[src/rtl/ascon_pack.sv]
// Shared types for the Ascon permutation control path:
// FSM state encoding and mode_i encodings.
package ascon_pack;

  typedef enum logic [1:0] {
    IDLE = 2'd0,
    RUN  = 2'd1,
    DONE = 2'd2
  } state_t;

  localparam logic [1:0] MODE_P12  = 2'b00;
  localparam logic [1:0] MODE_P6   = 2'b01;
  localparam logic [1:0] MODE_P8   = 2'b10;
  localparam logic [1:0] MODE_RSVD = 2'b11;

endpackage

[src/rtl/permutation_controller.sv]
// Round sequencer for the Ascon permutation datapath.
// Macro ASCON_P8_EN enables the p8 mode (mode_i = 10).
module permutation_controller
  import ascon_pack::*;
#(
  parameter logic [3:0] LAST_ROUND = 4'd11
) (
  input  logic       clock_i,
  input  logic       resetb_i,
  input  logic       start_i,
  input  logic [1:0] mode_i,
  input  logic       hold_i,
  output logic       sel_o,
  output logic       en_o,
  output logic [3:0] round_o,
  output logic       busy_o,
  output logic       done_o
);

  state_t     state;
  state_t     state_nx;
  logic [3:0] cnt;
  logic [3:0] cnt_nx;
  logic [3:0] first;

  always_ff @(posedge clock_i or negedge resetb_i) begin
    if (!resetb_i) begin
      state <= IDLE;
      cnt   <= '0;
    end else begin
      state <= state_nx;
      cnt   <= cnt_nx;
    end
  end

  always_comb begin
    first = LAST_ROUND - 4'd11;
    unique case (1'b1)
      mode_i == MODE_P6: first = LAST_ROUND - 4'd5;
`ifdef ASCON_P8_EN
      mode_i == MODE_P8: first = LAST_ROUND - 4'd7;
      mode_i == MODE_P12,
      mode_i == MODE_RSVD: ;
`else
      mode_i == MODE_P12,
      mode_i == MODE_P8,
      mode_i == MODE_RSVD: ;
`endif
      default: ;
    endcase

    state_nx = state;
    cnt_nx   = cnt;
    sel_o    = 1'b1;
    en_o     = 1'b0;
    round_o  = '0;
    busy_o   = 1'b0;
    done_o   = 1'b0;

    unique case (1'b1)
      state == RUN: begin
        busy_o  = 1'b1;
        round_o = cnt;
        if (!hold_i) begin
          en_o   = 1'b1;
          cnt_nx = cnt + 4'd1;
          if (cnt == LAST_ROUND)
            state_nx = DONE;
        end
      end
      default: begin
        done_o = (state == DONE);
        // Mode only matters here; afterwards the counter carries it
        if (start_i) begin
          sel_o    = 1'b0;
          en_o     = 1'b1;
          round_o  = first;
          cnt_nx   = first + 4'd1;
          state_nx = (first == LAST_ROUND) ? DONE : RUN;
        end else begin
          state_nx = IDLE;
        end
      end
    endcase

    if (!resetb_i) begin
      sel_o   = 1'b0;
      en_o    = 1'b0;
      round_o = '0;
      busy_o  = 1'b0;
      done_o  = 1'b0;
    end
  end

endmodule

[config.mk]
export PLATFORM = sky130hd
export DESIGN_NAME = permutation_controller
export DESIGN_NICKNAME = d
export VERILOG_FILES = /design/src/rtl/ascon_pack.sv /design/src/rtl/permutation_controller.sv
export SDC_FILE = /design/constraint.sdc
export NUM_CORES = 1
export LEC_CHECK = 0
export CAP_MARGIN = 25
export CORE_AREA = 8 8 45 47
export CTS_BUF_LIST = sky130_fd_sc_hd__clkbuf_16
export DETAILED_ROUTE_END_ITERATION = 10
export DIE_AREA = 0 0 53 55
export PLACE_DENSITY = 0.62
export SYNTH_ARGS = -nofsm -noshare
export SYNTH_HDL_FRONTEND = slang
export SYNTH_SLANG_ARGS = --single-unit
[constraint.sdc]
create_clock -name clock_i -period 1.6 [get_ports clock_i]
set_input_delay 0.4 -clock clock_i [delete_from_list [all_inputs] [get_ports clock_i]]
set_output_delay 0.4 -clock clock_i [all_outputs]
set_load 0.1 [all_outputs]
==> impl_metrics.env <==
export IMPL_cts_buffer_depth=2
export IMPL_first_pass_iters=2
export IMPL_crit_slowest_cell="or3_4"
export IMPL_finish_utilization=0.6980
export IMPL_core_mm2=0.001384
export IMPL_drt_iter0_drc=15
export IMPL_clockPowerShare=0.245
export IMPL_maxCapViolCount=0
export IMPL_min_period_over_period=1.183
export IMPL_relSlewSlack=0.8185
export IMPL_period_minus_slack_ps=1893
export IMPL_io_buffers=13
export IMPL_ys_types=24
export IMPL_grt_max_degree=8
export IMPL_crit_chain="nor2b_4, or3_4, a21oi_4, buf_12"
export IMPL_vdd_ir_drop_max_uv=1049
export IMPL_leakage_nw=0.4320
export IMPL_syn_cell_area_um2=411.6
export IMPL_slew_violations=0
export IMPL_fin_skew_ps=0.9016
export IMPL_crit_required_ps=1200
export IMPL_power_switching_uw=680.9
export IMPL_grt_first_pass_wirelength_um=2111
export IMPL_via_per_inst=5.160
export IMPL_worst_setup_path_type="reg2out"
export IMPL_combPwrFrac=0.586
export IMPL_cp_arrival_ps=1490
export IMPL_failed_checks="setup timing"
export IMPL_die_w_um=53
export IMPL_insertedDiodeCount=0
export IMPL_setup_viol=9
export IMPL_antenna_found_initial=0
export IMPL_ys_seq_elements=6
export IMPL_ant_nets=0
export IMPL_avgRoutedWirePerCell_um=14.12
export IMPL_hold_violations=0
export IMPL_gp_congestion=0.8263
export IMPL_clk_latency_ps=230
export IMPL_final_common_cell="buf_4"
export IMPL_nets=87
export IMPL_final_area_um2=965.9
export IMPL_end_kind="output port"
export IMPL_timing_hold_ws_ps=182.1
export IMPL_swShare=0.4151
export IMPL_layout_cells_non_filler=94
export IMPL_syn_inst=45
export IMPL_wl_um=1327
export IMPL_num_rows=14
export IMPL_cp_slowest_stage_delay_ps=400
export IMPL_cts_buffers=3
export IMPL_gr_total_overflow=0
export IMPL_grt_pass1_vias=489
export IMPL_ff2ff_setup_slack_ps=-140
export IMPL_drc=0
export IMPL_ys_warn_count=0
export IMPL_final_cell_mix="buf_4, buf_12, dfrtp_1"
export IMPL_hpwl_um=914.3
export IMPL_status="complete, but fails checks"
export IMPL_syn_avg_cell_area_um2=9.148
export IMPL_syn_nets=52
export IMPL_initial_core_util=0.2975
export IMPL_synth_yosys_seq_area_share=0.3647
export IMPL_place_inst=85
export IMPL_cp_max_fo=5
export IMPL_p_seq_frac=0.168
export IMPL_fin_tns_setup_ps=-1623
export IMPL_p_int_uw=959.5
export IMPL_fmax_mhz=528.2
export IMPL_htree_levels=1
export IMPL_boundaryPins=14
export IMPL_area_growth_pct=134.7
export IMPL_rsz0062_at_grt="true"
export IMPL_startpoint_type="flop"
export IMPL_clockRootBuffer="clkbuf_16"
export IMPL_clk_pin_slew_ps=30
export IMPL_die_h_um=55
export IMPL_min_path_type="in2async"
export IMPL_cts_tree="yes"
export IMPL_grt_use_total=0.09879
export IMPL_die_area_mm2=0.002915
export IMPL_worst_pin_slew_ps=268.8
export IMPL_timing_final_ws_setup_ps=-293.3
export IMPL_drive_above_1_share=0.6154
export IMPL_placed_cell_area_um2=779.5
export IMPL_powerDensity_mw_per_mm2=1698
export IMPL_cts_sinks=6
export IMPL_vias=485
==> power groups by stage <==
stage	sequential, mW	combinational, mW	clock (mW)
2_1_floorplan	0.253	0.576	0
3_3_place_gp	0.263	0.857	0
3_5_place_dp	0.263	0.863	0
4_1_cts	0.268	0.893	0.408
5_1_grt	0.289	1.02	0.417
6_report	0.276	0.962	0.402
==> logic make-up (layout without fill, tap and decap cells) <==
family / Yosys count / count (layout) / share of synthesized area
mux: 2 / 2 / 0.06382
compound gates: 10 / 10 / 0.1611
buf+inv: 3 / 36 / 0.04560
simple gates: 23 / 23 / 0.3344
fa+ha+maj: 1 / 1 / 0.03039
flops: 6 / 6 / 0.3647
==> metal layers <==
| metal | wire (um) | part of all wire | vias to the layer above | track usage |
|---|---|---|---|---|
| li1 | - | - | 233 | - |
| met2 | 687 | 0.52 | 10 | 0.1602 |
| met3 | 71 | 0.054 | 2 | 0.04011 |
| met5 | 0 | 0 | - | 0 |
| met4 | 14 | 0.011 | 0 | 0.05172 |
| met1 | 553 | 0.42 | 240 | 0.1092 |
==> critical path, delay by kind of cell (launching register included) <==
family / cells / cell delay, ps
buffers and inverters: 1 / 190
AOI/OAI and AO/OA: 1 / 160
DFF: 1 / 360
and+or+nand+nor: 2 / 550
==> synthesized netlist by cell type <==
library cell / count / area (um^2)
o21ai_0: 3 / 15.01
nor2b_4: 1 / 13.76
nor3_1: 1 / 5.000
nor4_1: 1 / 6.260
mux2_4: 1 / 15.01
dfrtp_1: 6 / 150.1
nand2_1: 4 / 15.01
a31o_2: 1 / 8.760
and3_1: 3 / 18.77
nand4b_1: 1 / 8.760
nor2_1: 5 / 18.77
nand2b_1: 3 / 18.77
a211o_1: 1 / 8.760
o41ai_1: 1 / 8.760
nand4bb_1: 1 / 11.26
a21oi_1: 3 / 15.01
mux2_2: 1 / 11.26
buf_6: 1 / 11.26
nor4b_1: 1 / 8.760
a221o_1: 1 / 10.01
or3_1: 1 / 6.260
inv_1: 2 / 7.510
ha_1: 1 / 12.51
and2_1: 1 / 6.260
==> path summary, 6_finish.rpt <==
check / from / to / depth (start not counted)
hold / removal: resetb_i / cnt[0]$_DFFE_PN0P_ / 2
max in group asynchronous: resetb_i / state[0]$_DFFE_PN0P_ / 3
setup / recovery: state[0]$_DFFE_PN0P_ / round_o[1] / 4
min in group clock_i: cnt[3]$_DFFE_PN0P_ / cnt[3]$_DFFE_PN0P_ / 1
setup reg to reg: state[1]$_DFFE_PN0P_ / cnt[2]$_DFFE_PN0P_ / 8
hold reg to reg: cnt[3]$_DFFE_PN0P_ / cnt[3]$_DFFE_PN0P_ / 1
==> sequential cells by signal, indices dropped and copies added, names as in the netlist <==
register,flops
cnt,4
state,2
==> per-stage QoR <==
step,worst slack [ps],power (mW)
after global routing,-347.6,1.725
after detailed placement,-510.7,1.126
final,-293.3,1.640
after floorplan,-430.6,0.8288
after CTS,-309.1,1.569
after global placement,-500.8,1.121
==> area by class of cell <==
type	instances	area [um^2]
clock buffer	3	75.07
fill	95	417.9
inverter	2	11.26
multi-input combinational	36	349.1
sequential	6	150.1
tap	16	20.02
timing repair buffer	31	360.3
==> timing repair <==
| action | in CTS | in global routing |
|---|---|---|
| endpoints found under the setup margin | 10 | 11 |
| pin swaps | 3 | 3 |
| hold buffers | 0 | 0 |
| setup buffers | 4 | 3 |
| gates resized for setup | 7 | 13 |
(Power assumes the default switching activity.)
